`config.mk`:
```
export PLATFORM = sky130hd
export DESIGN_NAME = full_adder_reg
export DESIGN_NICKNAME = d
export VERILOG_FILES = /design/src/rtl/full_adder_reg.sv
export SDC_FILE = /design/constraint.sdc
export NUM_CORES = 1
export LEC_CHECK = 0
export BUFFER_PORTS_ARGS = -buffer_cell sky130_fd_sc_hd__buf_2
export CORE_AREA = 8 8 45 47
export CTS_BUF_LIST = sky130_fd_sc_hd__clkbuf_8
export DETAILED_ROUTE_END_ITERATION = 8
export DIE_AREA = 0 0 53 55
export MAX_ROUTING_LAYER = met4
export PLACE_DENSITY_LB_ADDON = 0.05
export RECOVER_POWER = 50
export SYNTH_ARGS = -nofsm -noshare
export SYNTH_HDL_FRONTEND = slang
export SYNTH_SLANG_ARGS = --single-unit
```
`constraint.sdc`:
```
create_clock -name clk -period 0.8 [get_ports clk]
set_clock_uncertainty 0.15 [all_clocks]
set_input_delay 0.12 -clock clk [delete_from_list [all_inputs] [get_ports clk]]
set_output_delay 0.12 -clock clk [all_outputs]
set_load 0.005 [all_outputs]
```
`src/rtl/full_adder_reg.sv`:
```
// Registered ripple-carry adder: a chain of 1-bit full-adder cells feeding one output register.
// Optional signed-overflow output enabled by defining FA_OVERFLOW_EN.

module full_adder_cell (
  input  logic a,
  input  logic b,
  input  logic ci,
  output logic s,
  output logic co
);

  assign s  = a ^ b ^ ci;
  assign co = (a & b) | (a & ci) | (b & ci);

endmodule

module full_adder_reg #(
  parameter int unsigned WIDTH = 1
) (
  input  logic             clk,
  input  logic             rst,
  input  logic [WIDTH-1:0] A,
  input  logic [WIDTH-1:0] B,
  input  logic             Cin,
  input  logic             in_vld,
  output logic [WIDTH-1:0] S,
  output logic             Cout,
  output logic             out_vld
`ifdef FA_OVERFLOW_EN
  ,
  output logic             Ovf
`endif
);

  logic [WIDTH:0]   carry;
  logic [WIDTH-1:0] sum;

  logic [WIDTH-1:0] s_d, s_q;
  logic             cout_d, cout_q;
  logic             vld_d, vld_q;

  assign carry[0] = Cin;

  // One cell per bit; carry[i+1] ripples out of cell i.
  for (genvar i = 0; i < WIDTH; i++) begin : g_cell
    full_adder_cell u_cell (
      .a  (A[i]),
      .b  (B[i]),
      .ci (carry[i]),
      .s  (sum[i]),
      .co (carry[i+1])
    );
  end

  always_comb begin
    s_d    = s_q;
    cout_d = cout_q;
    vld_d  = in_vld;
    if (in_vld) begin
      s_d    = sum;
      cout_d = carry[WIDTH];
    end
  end

  always_ff @(posedge clk or posedge rst) begin
    if (rst) begin
      s_q    <= '0;
      cout_q <= 1'b0;
      vld_q  <= 1'b0;
    end else begin
      s_q    <= s_d;
      cout_q <= cout_d;
      vld_q  <= vld_d;
    end
  end

  assign S       = s_q;
  assign Cout    = cout_q;
  assign out_vld = vld_q;

`ifdef FA_OVERFLOW_EN
  logic ovf_d, ovf_q;

  // Signed overflow: carry into the sign bit differs from carry out of it.
  always_comb begin
    ovf_d = ovf_q;
    if (in_vld) begin
      ovf_d = carry[WIDTH] ^ carry[WIDTH-1];
    end
  end

  always_ff @(posedge clk or posedge rst) begin
    if (rst) begin
      ovf_q <= 1'b0;
    end else begin
      ovf_q <= ovf_d;
    end
  end

  assign Ovf = ovf_q;
`endif

endmodule

```
==> impl_metrics.env, run 1 <==
export IMPL_ys_warn_count=0
export IMPL_worstPathCellList="buf_2"
export IMPL_power_mw=0.695
export IMPL_swShare=0.200
export IMPL_clk_pin_slew_ps=30
export IMPL_whs_ps=-34.7
export IMPL_max_cap_viol_count=0
export IMPL_clock_path_buffers=2
export IMPL_critPathMaxFanout=2
export IMPL_worstSetupEndpointType="output pin"
export IMPL_p_seq_frac=0.260
export IMPL_die_w_um=53
export IMPL_synth_top_area_share=0.619
export IMPL_grt_usage=0.0389
export IMPL_synth_avg_cell_area_sq_um=17.3
export IMPL_dieArea_sq_um=2920
export IMPL_wl_um=388
export IMPL_stdcell_area_sq_um=258
export IMPL_synth_distinct_cells=4
export IMPL_pwr_share_comb=0.129
export IMPL_finalHoldViolations=1
export IMPL_grt_max_degree=4
export IMPL_critical_path_class="register to output pin"
export IMPL_worstSetupStartpointType="register"
export IMPL_wire_per_inst_um=10.8
export IMPL_initial_core_util=0.0877
export IMPL_syn_cell_area_sq_um=121
export IMPL_p_leak_nw=0.127
export IMPL_period_share=1.23
export IMPL_synth_top_cells_by_count="dfrtp_1 (3), mux2_2 (2), fa_1 (1), inv_1 (1)"
export IMPL_area_growth_pct=112
export IMPL_grt_pass1_wl_um=669
export IMPL_cp_buffers_inverters=1
export IMPL_pwr_share_clk=0.611
export IMPL_first_iter_violations=0
export IMPL_cts_sinks=3
export IMPL_final_cells=36
export IMPL_h_tree_depth=1
export IMPL_die_y_um=55
export IMPL_powerDensity_nw_per_um2=2700
export IMPL_grt_pass1_vias=158
export IMPL_finalSetupViolations=5
export IMPL_yosys_area_top_type="dfrtp_1"
export IMPL_synth_seq_cells=3
export IMPL_crit_family="flip-flops"
export IMPL_max_vdd_ir_drop_v=0.000579
export IMPL_overflow=0
export IMPL_place_area_sq_um=188
export IMPL_synth_main_ff_cell="dfrtp_1"
export IMPL_rows=14
export IMPL_gp_congestion=0.615
export IMPL_nets=28
export IMPL_cts_buffers=3
export IMPL_min_period_ps=982
export IMPL_synth_nets=14
export IMPL_drive_gt1_frac=0.650
export IMPL_synth_edff_count=0
export IMPL_slew_headroom=0.851
export IMPL_cp_arrival_ps=710
export IMPL_synth_most_common_cell="dfrtp_1"
export IMPL_power_switching_mw=0.139
export IMPL_ioPinCount=9
export IMPL_drt_pre_antenna_iters=1
export IMPL_n_antenna_cell=0
export IMPL_hold_buffers=1
export IMPL_required_ps=530
export IMPL_fin_setup_tns_ps=-772
export IMPL_async_flop_share=1.00
export IMPL_synthTopCellsByArea="dfrtp_1 (62%), mux2_2 (19%), fa_1 (16%)"
export IMPL_hold_class="input port to register"
export IMPL_post_route_util=0.186
export IMPL_fmax_ghz=1.02
export IMPL_vias=104
export IMPL_status="complete, but fails checks"
export IMPL_drv_slew=0
export IMPL_port_buffers=8
export IMPL_syn_inst=7
export IMPL_violations="hold timing, setup timing"
export IMPL_cts_tree="built"
export IMPL_drc=0
export IMPL_p_int_mw=0.556
export IMPL_viasPerCell=2.89
export IMPL_seq_area_frac_synth=0.619
export IMPL_rsz0062_at_grt="yes"
export IMPL_critical_path_max_stage_delay_ps=370
export IMPL_clock_latency_ps=210
export IMPL_antenna_found_initial=0
export IMPL_slowest_stage="dfrtp_1"
export IMPL_max_slew_worst_pin_slew_ps=224
export IMPL_dp_cells=31
export IMPL_cts_root_buf="clkbuf_8"
export IMPL_coreArea_sq_um=1380
export IMPL_postRouteAntennaNets=0
export IMPL_finalWorstSetupSlack_ps=-182
==> power groups by stage <==
stage / Clock, mW / Sequential, mW / Combinational, mW
6_report: 0.425 / 0.180 / 0.0898
5_1_grt: 0.455 / 0.185 / 0.100
4_1_cts: 0.436 / 0.181 / 0.0931
3_5_place_dp: 0 / 0.183 / 0.0757
3_3_place_gp: 0 / 0.183 / 0.0751
2_1_floorplan: 0 / 0.184 / 0.0271
==> final timing paths <==
kind	start	to	slack [ps]	depth (start not counted)
setup / recovery	S	S	-180	1
hold / removal	in_vld	out_vld	-30	1
setup reg to reg	S	S	-100	1
hold reg to reg	Cout	Cout	350	1
max in group asynchronous	rst	Cout	200	3
min in group asynchronous	rst	out_vld	170	3
==> final cells by class <==
class,count,area (sq um)
tap,16,20.0
clock buffer,3,41.3
timing repair buffer,9,61.3
sequential,3,75.1
clock inverter,1,3.75
fill,150,1130
multi-input combinational,3,52.6
inverter,1,3.75
==> logic make-up (layout without fill, tap and decap cells) <==
| logic type | Yosys count | in the layout | synth area share |
|---|---|---|---|
| multiplexers | 2 | 2 | 0.186 |
| buffers and inverters | 1 | 14 | 0.0309 |
| adder cells (fa/ha/maj) | 1 | 1 | 0.165 |
| flip-flops | 3 | 3 | 0.619 |
==> placed cells by master, fill, tap and decap left out <==
cell and instances:
inv_1 2, mux2_4 2, dfrtp_1 3, clkbuf_8 3
clkbuf_1 1, buf_2 5, fa_2 1, dlygate4sd3_1 1
buf_6 2
==> sequential cells by signal (all words and copies together), names as in the netlist <==
register,count
Cout,1
S,1
out_vld,1
==> routing by layer <==
metal  vias to the layer above  GRT usage  wire (um)
met5                         -          -          0
li1                         47          -          -
met2                         9     0.0352        122
met4                         0     0.0517          0
met1                        48     0.0367        190
met3                         0     0.0401         75
==> stage by stage <==
stage               setup WS (ps)  hold WS (ps)
floorplan                    -276          -276
global placement             -414          -152
detailed placement           -416          -157
CTS                          -193         -72.1
global route                 -221         -29.1
finish                       -182         -34.7
==> timing repair <==
action	CTS	global route
pin swaps	1	0
gates resized for setup	3	0
endpoints found under the setup margin	5	5
hold endpoints to repair	4	1
setup buffers	0	0
(Power assumes the default switching activity.)
==> run 2: changes to the inputs <==
--- a/config.mk
+++ b/config.mk
@@ -5,6 +5,7 @@
 export SDC_FILE = /design/constraint.sdc
 export NUM_CORES = 1
 export LEC_CHECK = 0
+export ABC_AREA = 1
 export BUFFER_PORTS_ARGS = -buffer_cell sky130_fd_sc_hd__buf_2
 export CORE_AREA = 8 8 45 47
 export CTS_BUF_LIST = sky130_fd_sc_hd__clkbuf_8
==> run 2 against run 1 <==
Compared with the run above:
- the run still ends with hold timing, setup timing left
- combinational power rose by 4.0%
- global-route usage grew 0.45 points
- cell count rose by 19%
- register-to-register slack improved by 50 ps
- die area unchanged
- cell area is 4.4% higher
- count of clock-buffer cells in the layout is the same
- routed wire length grew 8.8%
- total power shrank 0.31%
- synthesized cell count grew 71%
- area after synthesis increased by 3.1%
- first-iteration DRC count increased by 1
- critical path type unchanged
- largest power group unchanged
==> impl_metrics.env, run 2 <==
export IMPL_fmax_ghz=1.02
export IMPL_synth_main_ff_cell="dfrtp_1"
export IMPL_grt_max_degree=5
export IMPL_critPathMaxFanout=2
export IMPL_nets=35
export IMPL_drc=0
export IMPL_drive_gt1_frac=0.519
export IMPL_synth_avg_cell_area_sq_um=10.4
export IMPL_max_slew_worst_pin_slew_ps=182
export IMPL_overflow=0
export IMPL_post_route_util=0.194
export IMPL_vias=130
export IMPL_postRouteAntennaNets=0
export IMPL_rows=14
export IMPL_synth_distinct_cells=4
export IMPL_r2r_start="S"
export IMPL_synth_seq_cells=3
export IMPL_violations="hold timing, setup timing"
export IMPL_ioPinCount=9
export IMPL_max_cap_viol_count=0
export IMPL_syn_cell_area_sq_um=125
export IMPL_port_buffers=8
export IMPL_cp_buffers_inverters=1
export IMPL_whs_ps=-56.5
export IMPL_grt_usage=0.0434
export IMPL_finalSetupViolations=5
export IMPL_cts_root_buf="clkbuf_8"
export IMPL_synthTopCellsByArea="dfrtp_1 (60%), nand2_1 (18%), fa_1 (16%)"
export IMPL_final_cells=43
export IMPL_critical_path_max_stage_delay_ps=370
export IMPL_viasPerCell=3.02
export IMPL_yosys_area_top_type="dfrtp_1"
export IMPL_slowest_stage="dfrtp_1"
export IMPL_ys_warn_count=0
export IMPL_synth_top_cells_by_count="nand2_1 (6), dfrtp_1 (3), inv_1 (2)"
export IMPL_mostFrequentLayoutCells="buf_2 (6), nand2_1 (4), dfrtp_1 (3), inv_1 (3), clkbuf_8 (3)"
export IMPL_cts_tree="built"
export IMPL_power_mw=0.693
export IMPL_hold_class="input port to register"
export IMPL_period_share=1.23
export IMPL_synth_top_area_share=0.600
export IMPL_drt_pre_antenna_iters=3
export IMPL_place_area_sq_um=185
export IMPL_grt_pass1_wl_um=717
export IMPL_required_ps=530
export IMPL_grt_pass1_vias=181
export IMPL_clock_path_buffers=2
export IMPL_critical_path_class="register to output pin"
export IMPL_met2_usage=0.0469
export IMPL_synth_edff_count=0
export IMPL_grt_use_met3=0.0107
export IMPL_worstPathCellList="buf_2"
export IMPL_status="complete, but fails checks"
export IMPL_startpoint="S"
export IMPL_n_antenna_cell=0
export IMPL_hold_buffers=1
export IMPL_clock_latency_ps=210
export IMPL_clk_pin_slew_ps=30
export IMPL_worstSetupEndpointType="output pin"
export IMPL_grt_busiest_layer="met4"
export IMPL_finalHoldViolations=1
export IMPL_crit_family="flip-flops"
export IMPL_area_growth_pct=115
export IMPL_worstHoldStart="in_vld"
export IMPL_p_leak_nw=0.146
export IMPL_min_period_ps=982
export IMPL_first_iter_violations=1
export IMPL_dp_cells=36
export IMPL_cts_sinks=3
export IMPL_met1_usage=0.0336
export IMPL_synth_nets=19
export IMPL_h_tree_depth=1
export IMPL_coreArea_sq_um=1380
export IMPL_die_w_um=53
export IMPL_async_flop_share=1.00
export IMPL_cts_buffers=3
export IMPL_max_vdd_ir_drop_v=0.000470
export IMPL_stdcell_area_sq_um=269
export IMPL_dieArea_sq_um=2920
export IMPL_seq_area_frac_synth=0.600
export IMPL_worstSetupStartpointType="register"
export IMPL_syn_inst=12
export IMPL_finalWorstSetupSlack_ps=-182
export IMPL_rsz0062_at_grt="yes"
export IMPL_cp_arrival_ps=710
export IMPL_mostFrequentLayoutCell="buf_2"
export IMPL_die_y_um=55
export IMPL_wire_per_inst_um=9.81
export IMPL_antenna_found_initial=0
export IMPL_fin_setup_tns_ps=-609
export IMPL_place_ws_ps=-280
export IMPL_initial_core_util=0.0904
export IMPL_drv_slew=0
export IMPL_synth_most_common_cell="nand2_1"
export IMPL_wl_um=422
export IMPL_slew_headroom=0.879
export IMPL_gp_congestion=0.590
export IMPL_powerDensity_nw_per_um2=2580
==> run 2: cell types whose count changed in the layout (fill, tap and decap cells not counted), sizes merged <==
cell   delta
nand2     +6
buf       +2
mux2      -2
inv       +1
==> run 2: final cells by class <==
type / instances / area (sq um)
Timing Repair Buffer: 11 / 73.8
Inverter: 2 / 7.51
Clock buffer: 3 / 41.3
Clock inverter: 1 / 3.75
Fill cell: 157 / 1110
Multi-Input combinational cell: 7 / 47.5
Tap cell: 16 / 20.0
Sequential cell: 3 / 75.1
==> run 2: repair_timing <==
item                                    4_1_cts  5_1_grt
endpoints found under the setup margin        5        5
buffers inserted                              1        1
pin swaps                                     4        1
resized for setup                             3        1
endpoints found under the hold margin         4        1
==> run 2: metal layers <==
| metal | share of wire | vias to the layer above |
|---|---|---|
| li1 | - | 63 |
| met1 | 0.41 | 57 |
| met2 | 0.45 | 8 |
| met3 | 0.064 | 2 |
| met4 | 0.081 | 0 |
| met5 | 0 | - |
==> run 2: where the power goes <==
group | internal [mW] | leakage, nW | switching [mW]
sequential | 0.169 | 0.0360 | 0.00807
combinational | 0.0556 | 0.0829 | 0.0379
clock | 0.326 | 0.0269 | 0.0966
total | 0.551 | 0.146 | 0.143
==> run 2: final timing paths <==
| check | end | slack [ps] | cells after the start |
|---|---|---|---|
| worst max-delay path | S | -180 | 1 |
| worst min register to register | Cout | 400 | 3 |
| max in group asynchronous | Cout | 210 | 3 |
| min in group asynchronous | out_vld | 160 | 3 |
| worst min-delay path | out_vld | -60 | 1 |
| worst max register to register | S | -50 | 3 |
==> run 2: cell families (layout without fill, tap and decap cells) <==
group / after synthesis / after routing / synth area share
buffers and inverters: 2 / 17 / 0.0600
adders and majority gates: 1 / 1 / 0.160
DFF: 3 / 3 / 0.600
and+or+nand+nor: 6 / 6 / 0.180
==> run 3: changes to the inputs <==
==> constraint.sdc (replaced) <==
create_clock -name clk -period 0.8 [get_ports clk]
set_clock_uncertainty 0.15 [all_clocks]
set_input_delay 0.12 -clock clk [delete_from_list [all_inputs] [get_ports clk]]
set_output_delay 0.12 -clock clk [all_outputs]
set_load 0.05 [all_outputs]
==> run 3 against run 2 <==
Compared with the run above:
- largest cell class unchanged
- routed wire length fell by 13%
- the flow still finishes with violations (hold timing, setup timing)
- total power is 7.0% higher
- utilization is 0.090 points higher
- sequential share of layout area is 1.3 points higher
- sequential cell count unchanged
- critical endpoint unchanged
- maximum frequency fell by 5.0%
- global-route usage down 0.34 points
- count of clock-buffer cells in the layout stayed put
- via count fell by 4.6%
- critical path type unchanged
==> impl_metrics.env, run 3 (same netlist as run 2, synthesis figures left out) <==
export IMPL_startpoint="S"
export IMPL_powerDensity_nw_per_um2=2740
export IMPL_dieArea_sq_um=2920
export IMPL_fmax_ghz=0.968
export IMPL_endpoint="S"
export IMPL_initial_core_util=0.0904
export IMPL_drc=0
export IMPL_ioPinCount=9
export IMPL_dp_cells=36
export IMPL_antenna_found_initial=0
export IMPL_required_ps=530
export IMPL_multi_input_area_sq_um=45.0
export IMPL_cp_depth=1
export IMPL_h_tree_depth=1
export IMPL_viasPerCell=3.02
export IMPL_nFillCells=161
export IMPL_mostFrequentLayoutCells="nand2_1 (6), buf_6 (4)"
export IMPL_r2r_start="S"
export IMPL_cts_root_buf="clkbuf_8"
export IMPL_clock_latency_ps=210
export IMPL_grt_pass1_wl_um=676
export IMPL_finalWorstSetupSlack_ps=-233
export IMPL_grt_pass1_vias=167
export IMPL_seq_area_sq_um=78.8
export IMPL_drive_gt1_frac=0.560
export IMPL_violations="hold timing, setup timing"
export IMPL_finalSetupViolations=4
export IMPL_critical_path_class="register to output pin"
export IMPL_p_leak_nw=0.136
export IMPL_r2r_worst_path_cells=2
export IMPL_slew_headroom=0.903
export IMPL_gp_congestion=0.561
export IMPL_finalHoldViolations=1
export IMPL_grt_usage=0.0400
export IMPL_place_area_sq_um=189
export IMPL_status="complete, but fails checks"
export IMPL_port_buffers=8
export IMPL_hold_buffers=1
export IMPL_max_vdd_ir_drop_v=0.000451
export IMPL_die_y_um=55
export IMPL_wire_per_inst_um=8.95
export IMPL_drv_slew=0
export IMPL_area_growth_pct=116
export IMPL_crit_reg2reg_capture="S"
export IMPL_coreArea_sq_um=1380
export IMPL_reg2reg_slack_ps=30
export IMPL_nets=33
export IMPL_period_share=1.29
export IMPL_whs_ps=-79.1
export IMPL_max_cap_viol_count=0
export IMPL_drt_pre_antenna_iters=1
export IMPL_max_slew_worst_pin_slew_ps=145
export IMPL_cts_buffers=3
export IMPL_post_route_util=0.195
export IMPL_n_antenna_cell=0
export IMPL_rsz0062_at_grt="yes"
export IMPL_clock_path_buffers=2
export IMPL_grt_max_degree=5
export IMPL_cts_sinks=3
export IMPL_overflow=0
export IMPL_die_w_um=53
export IMPL_cp_buffers_inverters=1
export IMPL_cts_tree="built"
export IMPL_worstPathCellList="buf_6"
export IMPL_min_period_ps=1030
export IMPL_clk_pin_slew_ps=30
export IMPL_final_cells=41
export IMPL_hold_class="input port to register"
export IMPL_wl_um=367
export IMPL_cp_arrival_ps=760
export IMPL_crit_family="flip-flops"
export IMPL_slowest_stage="dfrtp_2"
export IMPL_first_iter_violations=0
export IMPL_postRouteAntennaNets=0
export IMPL_mostFrequentLayoutCell="nand2_1"
export IMPL_stdcell_area_sq_um=270
export IMPL_rows=14
export IMPL_worstSetupEndpointType="output pin"
export IMPL_critical_path_max_stage_delay_ps=400
export IMPL_place_ws_ps=-279
export IMPL_vias=124
export IMPL_critPathMaxFanout=2
export IMPL_worstSetupStartpointType="register"
## run 3: cell count changes in the layout (fill, tap and decap cells not counted), sizes merged
| cell | previous run | this run |
|---|---|---|
| buf | 9 | 7 |
## run 3: timing repair
item | CTS | global route
resized for setup | 8 | 0
endpoints found under the setup margin | 5 | 4
pin swaps | 4 | 0
hold endpoints to repair | 5 | 1
buffers inserted | 0 | 0
## run 3: worst min-delay path by stage
stage                      start       to  slack, ps  cells past startpoint
after floorplan              rst     Cout       -280                      1
after global placement       rst     Cout       -150                      2
after detailed placement     rst     Cout       -150                      2
after CTS                 in_vld  out_vld       -100                      1
after global routing      in_vld  out_vld        -60                      1
final                     in_vld  out_vld        -80                      1
## run 3: power by group
| part | switching [mW] | internal [mW] | total, mW |
|---|---|---|---|
| logic | 0.0857 | 0.0553 | 0.141 |
| registers | 0.0104 | 0.172 | 0.182 |
| clock network | 0.0927 | 0.326 | 0.419 |
| total | 0.189 | 0.553 | 0.742 |
## run 3: routing by layer
| metal | vias to the layer above | share of wire | track usage |
|---|---|---|---|
| met1 | 55 | 0.35 | 0.0335 |
| met2 | 8 | 0.48 | 0.0430 |
| met5 | - | 0 | - |
| li1 | 59 | - | - |
| met4 | 0 | 0.052 | 0.0905 |
| met3 | 2 | 0.11 | 0.0160 |
## run 3: area by class of cell
type                    instances  share of cell area
clock buffers                   3               0.153
clock inverters                 1              0.0139
inverters                       2              0.0278
multi-input cells               7               0.167
flip-flops and latches          3               0.292
well taps                      16              0.0741
repair buffers                  9               0.273
## run 3: per-stage QoR
stage	setup TNS [ps]	power, mW
global route	-827	0.792
floorplan	-244	0.258
CTS	-768	0.764
finish	-740	0.742
global placement	-693	0.297
detailed placement	-699	0.297
